### src/rtl/tile_fetch_seq.sv
// tile_fetch_seq: per-group Fix/A/B tilemap fetch, GFX ROM addressing and fine-scroll outputs; define TILE_FLIP_Y_EN to enable attr[1] vertical flip
module tile_fetch_seq (
    input  logic        clk_24M,
    input  logic        nRES,
    input  logic        CE6,
    input  logic [8:0]  PXH,
    input  logic [7:0]  ROW,
    input  logic        REG_WR,
    input  logic [2:0]  REG_A,
    input  logic [7:0]  REG_D,
    output logic [12:0] VA,
    input  logic [15:0] VD,
    output logic [12:0] GA,
    output logic [7:0]  COL,
    output logic [2:0]  ZA,
    output logic [2:0]  ZB
);
    logic [8:0]  sxa, sxb;
    logic [7:0]  sya, syb;
    logic [2:0]  ctrl;
    logic [5:0]  sh_xa, sh_xb;
    logic [7:0]  sh_ya, sh_yb;
    logic [2:0]  sh_ctrl;
    logic [2:0]  yl, yl_n;
    logic [2:0]  s;
    logic [5:0]  tca, tcb;
    logic [7:0]  ya, yb;
    logic [12:0] va_n, ga_n;
    logic        fetch, cap, en, flip;

`ifdef TILE_FLIP_Y_EN
    assign flip = VD[9];
`else
    assign flip = 1'b0;
`endif

    // fetch address and capture decode; fine X never carries into the tile column since the group base is 8-aligned
    always_comb begin
        s     = PXH[2:0];
        tca   = PXH[8:3] + 6'd1 + sh_xa;
        tcb   = PXH[8:3] + 6'd1 + sh_xb;
        ya    = ROW + sh_ya;
        yb    = ROW + sh_yb;
        va_n  = s == 3'd4 ? {2'b01, ya[7:3], tca} : s == 3'd6 ? {2'b10, yb[7:3], tcb} : {2'b00, ROW[7:3], PXH[8:3] + 6'd1};
        yl_n  = s == 3'd4 ? ya[2:0] : s == 3'd6 ? yb[2:0] : ROW[2:0];
        fetch = !s[0] && s != 3'd2;
        cap   = s[0] && s != 3'd3;
        en    = s == 3'd1 ? sh_ctrl[0] : s == 3'd5 ? sh_ctrl[1] : sh_ctrl[2];
        ga_n  = {VD[11:10], VD[7:0], yl ^ {3{flip}}};
    end

    // live scroll/control registers, written on any clock
    always_ff @(posedge clk_24M or negedge nRES) begin
        if (!nRES) begin
            sxa  <= '0;
            sxb  <= '0;
            sya  <= '0;
            syb  <= '0;
            ctrl <= 3'b111;
        end else if (REG_WR) begin
            case (REG_A)
                3'd0: sxa[7:0] <= REG_D;
                3'd1: sxa[8]   <= REG_D[0];
                3'd2: sya      <= REG_D;
                3'd3: sxb[7:0] <= REG_D;
                3'd4: sxb[8]   <= REG_D[0];
                3'd5: syb      <= REG_D;
                3'd6: ctrl     <= REG_D[2:0];
                default: ;
            endcase
        end
    end

    // group-start shadow copy, VRAM address issue and VD capture into GA/COL
    always_ff @(posedge clk_24M or negedge nRES) begin
        if (!nRES) begin
            sh_xa   <= '0;
            sh_xb   <= '0;
            sh_ya   <= '0;
            sh_yb   <= '0;
            sh_ctrl <= '0;
            ZA      <= '0;
            ZB      <= '0;
            VA      <= '0;
            yl      <= '0;
            GA      <= '0;
            COL     <= '0;
        end else if (CE6) begin
            if (s == 3'd0) begin
                sh_xa   <= sxa[8:3];
                sh_xb   <= sxb[8:3];
                sh_ya   <= sya;
                sh_yb   <= syb;
                sh_ctrl <= ctrl;
                ZA      <= sxa[2:0];
                ZB      <= sxb[2:0];
            end
            if (fetch) begin
                VA <= va_n;
                yl <= yl_n;
            end
            if (cap) begin
                GA  <= en ? ga_n : '0;
                COL <= en ? VD[15:8] : '0;
            end
        end
    end
endmodule

### config.mk
export PLATFORM = sky130hd
export DESIGN_NAME = tile_fetch_seq
export DESIGN_NICKNAME = d
export VERILOG_FILES = /design/src/rtl/tile_fetch_seq.sv
export SDC_FILE = /design/constraint.sdc
export NUM_CORES = 1
export LEC_CHECK = 0
export ABC_AREA = 1
export CAP_MARGIN = 25
export CORE_UTILIZATION = 35
export DETAILED_ROUTE_END_ITERATION = 16
export GPL_TIMING_DRIVEN = 0
export PLACE_DENSITY_LB_ADDON = 0.2
export SYNTH_ARGS = -nofsm -noshare
export SYNTH_HDL_FRONTEND = slang
export SYNTH_SLANG_ARGS = --single-unit
### constraint.sdc
create_clock -name clk_24M -period 2.45 [get_ports clk_24M]
set_input_delay 0.735 -clock clk_24M [delete_from_list [all_inputs] [get_ports clk_24M]]
set_output_delay 0.735 -clock clk_24M [all_outputs]
set_load 0.1 [all_outputs]
==> results.md <==
- Reg2Reg Setup Slack: 620 ps
- Hold Crit Class: input port to asynchronous set/reset pin
- Clock Sinks: 109
- Drt drc: 0
- Vias in the first global route: 4315
- Non-Filler Instances: 921
- Worst-Skew Late Latency: 360 ps
- Worst VDD drop: 0.557 mV
- Slew headroom: 35.3%
- Power Density: 897 nW/um^2
- Inst Count DP: 905
- Critical path's slowest cell: dlygate4sd2_1
- H-tree depth: 3
- First-pass GRT wire length: 22.5 mm
- Diodes inserted: 0
- CP cell instances: buf_4 -> dlygate4sd2_1
- Number of DRC markers in iteration 0: 272
- Initial antenna violation count: 0
- Setup crit start kind: flop
- Clk root buf: clkbuf_16
- Critical path class: flop to output port
- Drt total wl: 13.6 mm
- Row Count: 45
- Crit path arrival time: 1650 ps
- Yosys reg bits: 109
- GR Overflow Total: 0
- Vert. Die Dim: 128 um
- Area delta synth->final: 27.7%
- Detailed Place HPWL: 10.3 mm
- Mapped Cells: 606
- Fin. max-slew vios: 0
- Final nets: 782
- Final Instance Area: 7050 um^2
- Number of routed nets with antenna violations: 0
- Die footprint: 16300 um^2
- CP endpoint kind: output port
- Worst slew pin tran: 974 ps
- Final Hold Fails: 0
- Max FO, Critical Path: 3
- TritonRoute pass-1 iters: 4
- R2r worst-path depth: 10
- Skew final: 8.27 ps
- FMAX: 419 MHz
- Worst-path clk slew: 70 ps
- Syn avg cell area: 9.10 um^2
- Largest net degree at the start of global routing: 75
- Layout cells sized above 1: 12.8%
- Syn Nets: 683
- Endpoints failing setup: 0
- FF-to-FF Start: sh_yb[0]$_DFFE_PN0P_
- Layout fillers: 1499
- Die Width: 128 um
- Starting density of the core: 36.0%
- Worst reg2reg endpoint: VA[9]$_DFFE_PN0P_
- MaxCap Viol Count: 0
- Port Buffer Count: 87
- Clock buffer depth: 2
- Leak: 3.44 nW
- CP max stage delay: 840 ps
- Run status: completed
- Total power: 6.32 mW
- CTS tree: built
- Placed cell area: 6680 um^2
- YS warnings: 0
- WL/cell: 14.8 um
- Final Util: 46.0%
- Mapped Area: 5520 um^2
- Vias post-DR: 4401
- Via/cell ratio: 4.78
- Routability cong.: 0.798
- I/O Pins: 88
- Post-synthesis cell type count: 34
- Final Critical Period: 2390 ps
- Tcrit/Tclk final: 97.5%
- Sequential share of the synthesized area: 49.5%
- Core ar.: 15300 um^2
- GR Util All Layers: 17.9%
- CTS Buf Count: 9
- CP required: 1710 ps
==> cell families after synthesis <==
kind of cell | synth area share, %
simple gates | 15.5
flops | 49.5
buf+inv | 7.10
fa+ha+maj | 7.12
compound gates | 12.9
xor+xnor | 1.59
mux | 6.33
==> cell type report <==
type	instances	area (um^2)	area share, %
Sequential cell	109	2730	38.8
Multi-Input combinational cell	401	2500	35.4
Timing Repair Buffer	88	852	12.1
Inverter	77	289	4.10
Tap cell	211	264	3.75
Clock buffer	12	256	3.64
Buffer	19	103	1.46
Clock inverter	4	55.1	0.781
==> stage by stage <==
step	setup TNS, ps	hold WS [ps]	setup slack, ps
final	0	338	61.3
after global routing	-11.8	377	-11.8
after CTS	-165	355	-165
after detailed placement	-8830	466	-657
after global placement	-379660	462	-3460
after floorplan	0	439	153
==> worst max path at each step <==
stage | end | cells past startpoint | slack [ps] | from
3_3_place_gp | ZB[1]$_DFFE_PN0P_ | 1 | -3460 | nRES
4_1_cts | VA[5]$_DFFE_PN0P_ | 14 | -160 | PXH[4]
2_1_floorplan | VA[5]$_DFFE_PN0P_ | 13 | 150 | PXH[3]
5_1_grt | VA[5]$_DFFE_PN0P_ | 15 | -10 | PXH[7]
6_report | GA[12] | 2 | 60 | COL[3]$_DFFE_PN0P_
3_5_place_dp | VA[5]$_DFFE_PN0P_ | 14 | -660 | PXH[3]
==> where the power goes <==
part           internal (mW)  switching (mW)
Clock                  0.855           0.667
Sequential              2.18           0.256
Combinational          0.764            1.60
==> worst max-delay path: cells and delay by family, from the launching register on <==
kind	cells	cell delay, ps
DFF	1	360
buffers and inverters	2	950
==> cells in the mapped netlist, drive strengths merged <==
master,instances,area share (%)
nand2,123,8.4
dfrtp,106,48
inv,77,5.2
o21ai,73,6.6
nand3,40,3.6
a21oi,38,3.4
mux2,31,6.3
nor2,27,2.1
ha,25,5.7
buf,12,1.4
clkbuf,7,0.48
nand4,5,0.57
xnor2,5,0.79
xor2,5,0.79
fa,4,1.5
a31oi,3,0.34
dfstp,3,1.4
nand3b,3,0.41
o211ai,3,0.41
o21bai,3,0.41
o221ai,3,0.48
a32o,2,0.36
nor3,2,0.18
a211oi,1,0.14
a21boi,1,0.14
and2,1,0.11
o21a,1,0.14
o31ai,1,0.39
or2,1,0.11
==> metal layers <==
layer / up-vias / wire length (um) / global-route usage [%]
met1: 2085 / 6960 / 25.2
met2: 94 / 5990 / 28.4
met3: 11 / 447 / 2.55
met5: - / 0 / 0
met4: 0 / 203 / 6.09
li1: 2211 / - / -
==> repair_timing <==
action                     CTS  global route
setup endpoints to repair   43             7
hold buffers                 0             0
resized for setup           48            22
setup buffers                0             0
gates cloned                 0             0
pin swaps                    0             4
==> sequential cells by signal, summed over array words and instances, names as in the netlist <==
register and flops:
VA 13, GA 12, sxa 9, sxb 9, sh_ya 8, sh_yb 8, sya 8, syb 8
COL 7, sh_xa 6, sh_xb 6, ZA 3, ZB 3, ctrl 3, sh_ctrl 3, yl 3
==> cell usage in the layout (no fill, tap or decap), types with 24 or more instances in the layout <==
master	instances
nand2_1	121
nor2_1	24
dfrtp_1	106
inv_1	70
o21ai_0	54
nand3_1	39
dlygate4sd2_1	39
a21oi_1	37
clkdlybuf4s50_1	41
mux2_2	31
Note: power is estimated with default switching activity, not from simulation.
